$ cat src/rtl/m_load_unit.sv
// Memory-stage load unit: word-aligned read via req/ack, then byte/half/word extract and sign/zero-extend.
// Latency: load at cycle 0, mem_req from cycle 1, RData_valid one cycle after mem_ack (min 3 cycles).
// Backpressure: stall held from the accepting IDLE cycle until the ack cycle; memory may hold off ack indefinitely.
//
// Ports:
//   clk, reset            - clock and synchronous active-high reset
//   req_valid, Instr, Addr - M-stage instruction and effective byte address
//   mem_req, mem_addr     - word-aligned read request to data memory
//   mem_rdata, mem_ack    - read data, valid only in the ack cycle
//   stall                 - freezes F/D/E/M while a load is outstanding
//   RData, RData_valid    - extended load result and its one-cycle strobe
//   AdEL                  - one-cycle misaligned-load strobe
module m_load_unit (
    input  logic        clk,
    input  logic        reset,
    input  logic        req_valid,
    input  logic [31:0] Instr,
    input  logic [31:0] Addr,
    output logic        mem_req,
    output logic [31:0] mem_addr,
    input  logic [31:0] mem_rdata,
    input  logic        mem_ack,
    output logic        stall,
    output logic [31:0] RData,
    output logic        RData_valid,
    output logic        AdEL
);

    localparam logic [5:0] OP_LW  = 6'b100011;
    localparam logic [5:0] OP_LB  = 6'b100000;
    localparam logic [5:0] OP_LBU = 6'b100100;
    localparam logic [5:0] OP_LH  = 6'b100001;
    localparam logic [5:0] OP_LHU = 6'b100101;

    typedef enum logic [1:0] {
        IDLE = 2'd0,
        REQ  = 2'd1,
        DONE = 2'd2
    } state_t;

    state_t      state_q, state_d;
    logic [5:0]  op_q, op_d;
    logic [1:0]  off_q, off_d;
    logic [31:0] mem_addr_q, mem_addr_d;
    logic [31:0] rdata_q, rdata_d;

    logic [5:0]  opcode;
    logic        is_load;
    logic        misaligned;
    logic        accept;
    logic [7:0]  sel_byte;
    logic [15:0] sel_half;
    logic [31:0] ext_data;

    // Only the opcode field matters here; the rest of the instruction is unused.
    logic        unused_instr;
    assign unused_instr = ^Instr[25:0];

    assign opcode = Instr[31:26];

    always_comb begin
        is_load = 1'b0;
        case (opcode)
            OP_LW, OP_LB, OP_LBU, OP_LH, OP_LHU: is_load = req_valid;
            default:                             is_load = 1'b0;
        endcase
    end

    always_comb begin
        misaligned = 1'b0;
        case (opcode)
            OP_LW:          misaligned = (Addr[1:0] != 2'b00);
            OP_LH, OP_LHU:  misaligned = Addr[0];
            default:        misaligned = 1'b0;
        endcase
    end

    // A new load is only looked at in IDLE; in DONE req_valid still shows
    // the instruction just serviced and must not be re-issued.
    assign accept = (state_q == IDLE) && is_load && !misaligned && !reset;

    // Extraction uses the offset latched at accept time, not the live Addr.
    always_comb begin
        sel_byte = mem_rdata[7:0];
        case (off_q)
            2'd0:    sel_byte = mem_rdata[7:0];
            2'd1:    sel_byte = mem_rdata[15:8];
            2'd2:    sel_byte = mem_rdata[23:16];
            default: sel_byte = mem_rdata[31:24];
        endcase
        sel_half = off_q[1] ? mem_rdata[31:16] : mem_rdata[15:0];
    end

    always_comb begin
        ext_data = mem_rdata;
        case (op_q)
            OP_LB:   ext_data = {{24{sel_byte[7]}}, sel_byte};
            OP_LBU:  ext_data = {24'h0, sel_byte};
            OP_LH:   ext_data = {{16{sel_half[15]}}, sel_half};
            OP_LHU:  ext_data = {16'h0, sel_half};
            default: ext_data = mem_rdata;
        endcase
    end

    always_comb begin
        state_d    = state_q;
        op_d       = op_q;
        off_d      = off_q;
        mem_addr_d = mem_addr_q;
        rdata_d    = rdata_q;
        case (state_q)
            IDLE: begin
                if (accept) begin
                    op_d       = opcode;
                    off_d      = Addr[1:0];
                    mem_addr_d = {Addr[31:2], 2'b00};
                    state_d    = REQ;
                end
            end
            REQ: begin
                // No timeout: memory latency is unbounded by design.
                if (mem_ack) begin
                    rdata_d = ext_data;
                    state_d = DONE;
                end
            end
            DONE: begin
                state_d = IDLE;
            end
            default: begin
                state_d = IDLE;
            end
        endcase
    end

    always_ff @(posedge clk) begin
        if (reset) begin
            state_q    <= IDLE;
            op_q       <= 6'h0;
            off_q      <= 2'b00;
            mem_addr_q <= 32'h0;
            rdata_q    <= 32'h0;
        end else begin
            state_q    <= state_d;
            op_q       <= op_d;
            off_q      <= off_d;
            mem_addr_q <= mem_addr_d;
            rdata_q    <= rdata_d;
        end
    end

    assign mem_req     = (state_q == REQ);
    assign mem_addr    = mem_addr_q;
    assign RData       = rdata_q;
    assign RData_valid = (state_q == DONE);
    // Stall must rise in the accepting cycle itself so M holds the load.
    assign stall       = accept || (state_q == REQ);
    assign AdEL        = (state_q == IDLE) && is_load && misaligned && !reset;

endmodule

$ cat config.mk
export PLATFORM = sky130hd
export DESIGN_NAME = m_load_unit
export DESIGN_NICKNAME = d
export VERILOG_FILES = /design/src/rtl/m_load_unit.sv
export SDC_FILE = /design/constraint.sdc
export NUM_CORES = 1
export LEC_CHECK = 0
export CORE_UTILIZATION = 39
export CTS_CLUSTER_SIZE = 14
export DETAILED_ROUTE_END_ITERATION = 10
export GPL_ROUTABILITY_DRIVEN = 0
export PLACE_DENSITY = 0.78
export SLEW_MARGIN = 0
export SYNTH_ARGS = -nofsm -noshare
export SYNTH_HDL_FRONTEND = slang
export SYNTH_SLANG_ARGS = --single-unit
export TNS_END_PERCENT = 30
$ cat constraint.sdc
create_clock -name clk -period 1.9 [get_ports clk]
set_input_delay 0.285 -clock clk [delete_from_list [all_inputs] [get_ports clk]]
set_output_delay 0.285 -clock clk [all_outputs]
set_load 0.01 [all_outputs]
# Word level (Yosys, flattened, before mapping)
# Index checks and enable logic that the tools add are counted.
# classes
eq_ne,15
n_mux,8
reduce_logical,16
# ops
cell,count
32-bit one-hot mux with 4 select lines,1
6-bit equality test (second input constant),9
8-bit one-hot mux with 3 select lines,1
16-bit 2-to-1 mux,1
2-bit AND reduction,3
1-bit logical AND,5
5-bit OR reduction,1
2-bit by 1-bit equality test with 1-bit output (second input constant),2
2-bit equality test (second input constant),2
2-bit logical NOT,2
2-bit 2-to-1 mux,2
2-bit one-hot mux with 2 select lines,1
1-bit logical NOT,2
2-bit by 1-bit != test with 1-bit output (second input constant),1
2-bit != test (second input constant),1
1-bit one-hot mux with 2 select lines,1
2-bit nonzero test,1
2-bit OR reduction,1
1-bit logical OR,1
1-bit 2-to-1 mux,1
# totals
regBits,72
inputBits,100
elab_cells,44

# Longest topological paths before layout
# logic_depth
depth_word,8
ltp_mapped,6

# Least setup slack after synthesis
# OpenSTA, ideal clock, no wires.
# synth_timing
kind,flip-flop to flip-flop
from,reg op_q[0]
to,reg rdata_q[21] (netlist: RData[21])
setup_ns,0.143
t_arrival_ns,1.553
required_time_ns,1.757
path_slack_ns,0.204
stages_incl_launch_ff,7
path_buffers,2
cell_sequence,dfxtp_1 > buf_6 > or2_1 > mux4_2 > a31oi_4 > buf_8 > a211oi_2
# synth_between
elab_chain_cells,2
word_cells_on_any_way,5
classes_between,eq/ne: 4; mux: 1
# synth_lines
element,line_no,rtl
from (decl),42,"logic [5:0] op_q, op_d;"
from (signal assigned),145,op_q <= op_d;
6-bit equality test,96,case (op_q)
32-bit one-hot mux with 4 select lines (*),96,
to (signal assigned),148,rdata_q <= rdata_d;
to (decl),45,"logic [31:0] rdata_q, rdata_d;"
# Every way passes the cells marked *; elsewhere a longest branch is shown, timed or not.
# A chain may end at the register's enable or synchronous reset.

# Final worst setup path
# layout_timing
from,reg state_q[1]
to,reg state_q[0]
# layout_between
elab_chain_cells,6
word_cells_on_any_way,9
classes_between,eq/ne: 3; mux: 1; reduce/logical: 5
# layout_lines
element,line_no,rtl
from (decl),41,"state_t state_q, state_d;"
from (signal assigned),144,state_q <= state_d;
2-bit logical NOT,"80, 111",
1-bit logical AND (3 in a row),80,assign accept = (state_q == IDLE) && is_load && !misaligned && !reset;
2-bit != test (no line),n/a,
2-bit AND reduction (no line),n/a,
# Parallel ways exist; a longest one is shown, timed or not.

==> flow_summary.toml <==
[timing]
achievable-frequency_ghz = 0.513
worstMarginPinSlew_ns = 0.799
max_slew_margin = 0.467
slew_violations = 0
fin_hold_ws_ns = 0.475
timing.final.hold_violations = 0
post-route-min-period_ns = 1.95
min_period_over_period = 1.03
totalNegativeSetupSlack_ns = -0.0507
clock-skew-final_ns = 0.0107
rsz0062_at_grt = "true"
timing.final.setup_violations = 1
final_critical_path_setup_slack_ns = -0.0507

[yosys]
postSynthAreaPerCell_um2 = 8.69
synth_cell_types = 40
synth.ff_latch_count = 72
yosys.cell_count.top_type = "sky130_fd_sc_hd__dfxtp_1"
synth_flop_type = "sky130_fd_sc_hd__dfxtp_1"
yosys.area.top_type_share = 0.422
synth_commonest_cells = "sky130_fd_sc_hd__dfxtp_1, sky130_fd_sc_hd__a21oi_1, sky130_fd_sc_hd__nand3_1, sky130_fd_sc_hd__nand2_1, sky130_fd_sc_hd__o21ai_0"
synth_largest_area_cell = "sky130_fd_sc_hd__dfxtp_1"
synth_edf_count = 0
synth_cells = 393
seq_area_frac_synth = 0.422
postSynth.asyncResetShare = 0
syn-cell-area_um2 = 3410
synth-warning-count = 0
netlist_top_cells_area = "sky130_fd_sc_hd__dfxtp_1, sky130_fd_sc_hd__a21oi_1, sky130_fd_sc_hd__nand3_1"

[pwr]
ir_worst_vdd_mv = 0.352
power.static_leakage_nw = 1.89
power_per_cell_area_nw_per_um2 = 654

[setup_path]
worst-path-max-fanout = 2
crit_path_top_delay_cell = "sky130_fd_sc_hd__or3_4"
critPathMaxStageDelay_ns = 0.35
cp-start-kind = "register"
crit_chain = "or3_4 > a211oi_4 > nand2_2 > buf_6 > buf_4 > buf_4 > buf_4 > buf_4 > buf_4 > a21oi_2"
critical_path_class = "reg2reg"
worst_path_most_repeated_cell = "sky130_fd_sc_hd__buf_4"
crit_end_category = "register"
worst-endpoint-arrival_ns = 2.23
critPathRequiredTime_ns = 2.17

[run]
drv.max_cap_violation_count = 0

[grt]
overall_overflow_remaining_after_global_route = 0
vias_in_the_first_global_route = 3561
initial_antenna_violation_count = 0
grt_max_degree = 73
grt_usage = 0.245
first_pass_grt_wire_length_um = 17100

[clock_network]
cts_buffers = 9
clock_latency_ns = 0.34
cts_root_buf = "sky130_fd_sc_hd__clkbuf_8"
h-tree-depth = 3
cts_tree = "built"
number_of_sinks_on_the_clock_net = 72
clk_path_buf_depth = 2
cts.reportedPaths.clkPinSlew_ns = 0.08

[hold_path]
hold_path_class = "reg2reg"

[final_layout]
area.growth.synth_to_final_pct = 55.8
finalNonFillerCells = 651
insertedDiodeCount = 0
num-nets-final = 641
drive_gt1_frac = 0.154

[route]
drt_first_pass_iters = 4
antenna_violating_nets_post_route = 0
routed_wire_length_per_instance_um = 16.8
wirelength_um = 10900
drcViolationCount = 0
routed_via_density = 5.60
vias = 3647
dr.first_iter.drc_count = 143

[status]
outcome = "complete, but fails checks"
violations = "setup timing"

[placed_design]
dpl_worst_slack_ns = -0.436
placedCellCount = 629
dp_hpwl_um = 7520
buffer_ports.inserted = 139

[floorplanning]
floorplan.core_area_um2 = 8340
chip_width_um = 95.6
die_y_um = 95.6
die-area_um2 = 9130
floorplan.rows = 33
initial_utilization = 0.409
ioPinCount = 168
-- final cells by class --
type,count,area (µm²)
fill,696,3020
multi-input combinational,282,1780
timing repair buffer,176,1700
sequential,72,1440
clock buffer,11,131
tap,105,131
clock inverter,5,129
-- critical path: cells and delay by family (launching register included) --
family | cells | cell delay (ns)
buf+inv | 6 | 0.74
flops | 1 | 0.33
compound gates | 2 | 0.37
simple gates | 2 | 0.45
-- cell families (layout without fill, tap and decap cells) --
group,count (synthesis),count (layout),share of synthesized area
mux,11,11,0.0616
flops,72,72,0.422
simple gates,136,136,0.190
other cells,1,2,0.00110
compound gates,133,133,0.265
buf+inv,40,192,0.0605
-- worst paths after layout --
kind	cells after the start	endpoint	start	slack (ns)
hold / removal	2	mem_addr[16]	mem_addr[16]	0.48
setup / recovery	10	state_q[0]	state_q[1]	-0.05
setup reg to reg	10	state_q[0]	state_q[1]	-0.05
hold reg to reg	2	mem_addr[16]	mem_addr[16]	0.48
-- metal layers --
| metal | routed length [µm] | vias up | track usage |
|---|---|---|---|
| met5 | 0 | - | 0 |
| met4 | 318 | 0 | 0.118 |
| met2 | 5180 | 191 | 0.404 |
| met1 | 4280 | 1703 | 0.284 |
| li1 | - | 1722 | - |
| met3 | 1140 | 31 | 0.0829 |
-- where the power goes --
| group | switching, W | internal [W] |
|---|---|---|
| Clock | 0.000565 | 0.00101 |
| Combinational | 0.000169 | 0.000213 |
| Sequential | 0.00000524 | 0.00152 |
-- what timing repair did --
item	in CTS	in global routing
setup endpoints to repair	3	5
setup buffers	6	0
gates resized for setup	10	7
pin swaps	3	3
gates cloned	0	0
hold buffers	0	0
-- sequential cells by signal, indices dropped and copies added (netlist names) --
name,cells
op_q,6
RData,32
mem_addr,30
off_q,2
state_q,2
-- through the flow --
stage | total power, W | cell area (µm²) | utilization
floorplan | 0.00169 | 3420 | -
global placement | 0.00193 | 5000 | 0.599
detailed placement | 0.00193 | 5000 | 0.599
CTS | 0.00351 | 5300 | 0.635
global route | 0.00359 | 5320 | 0.638
finish | 0.00348 | 5320 | 0.638
-- cell usage in the layout (no fill, tap or decap), types with 3 or more instances in the layout --
master	n
sky130_fd_sc_hd__bufinv_16	4
sky130_fd_sc_hd__a311oi_1	8
sky130_fd_sc_hd__a41oi_1	7
sky130_fd_sc_hd__nand2_1	39
sky130_fd_sc_hd__nand2b_1	5
sky130_fd_sc_hd__nand3_1	42
sky130_fd_sc_hd__buf_2	3
sky130_fd_sc_hd__mux2i_1	3
sky130_fd_sc_hd__clkbuf_8	9
sky130_fd_sc_hd__buf_4	32
sky130_fd_sc_hd__o21ai_0	35
sky130_fd_sc_hd__a32oi_1	8
sky130_fd_sc_hd__nor2_1	30
sky130_fd_sc_hd__clkdlybuf4s50_1	134
sky130_fd_sc_hd__dfxtp_1	71
sky130_fd_sc_hd__a211oi_1	7
sky130_fd_sc_hd__o21bai_1	7
sky130_fd_sc_hd__a211oi_2	10
sky130_fd_sc_hd__mux4_2	8
sky130_fd_sc_hd__a21oi_1	44
sky130_fd_sc_hd__buf_12	3
Note: power is estimated with default switching activity, not from simulation.
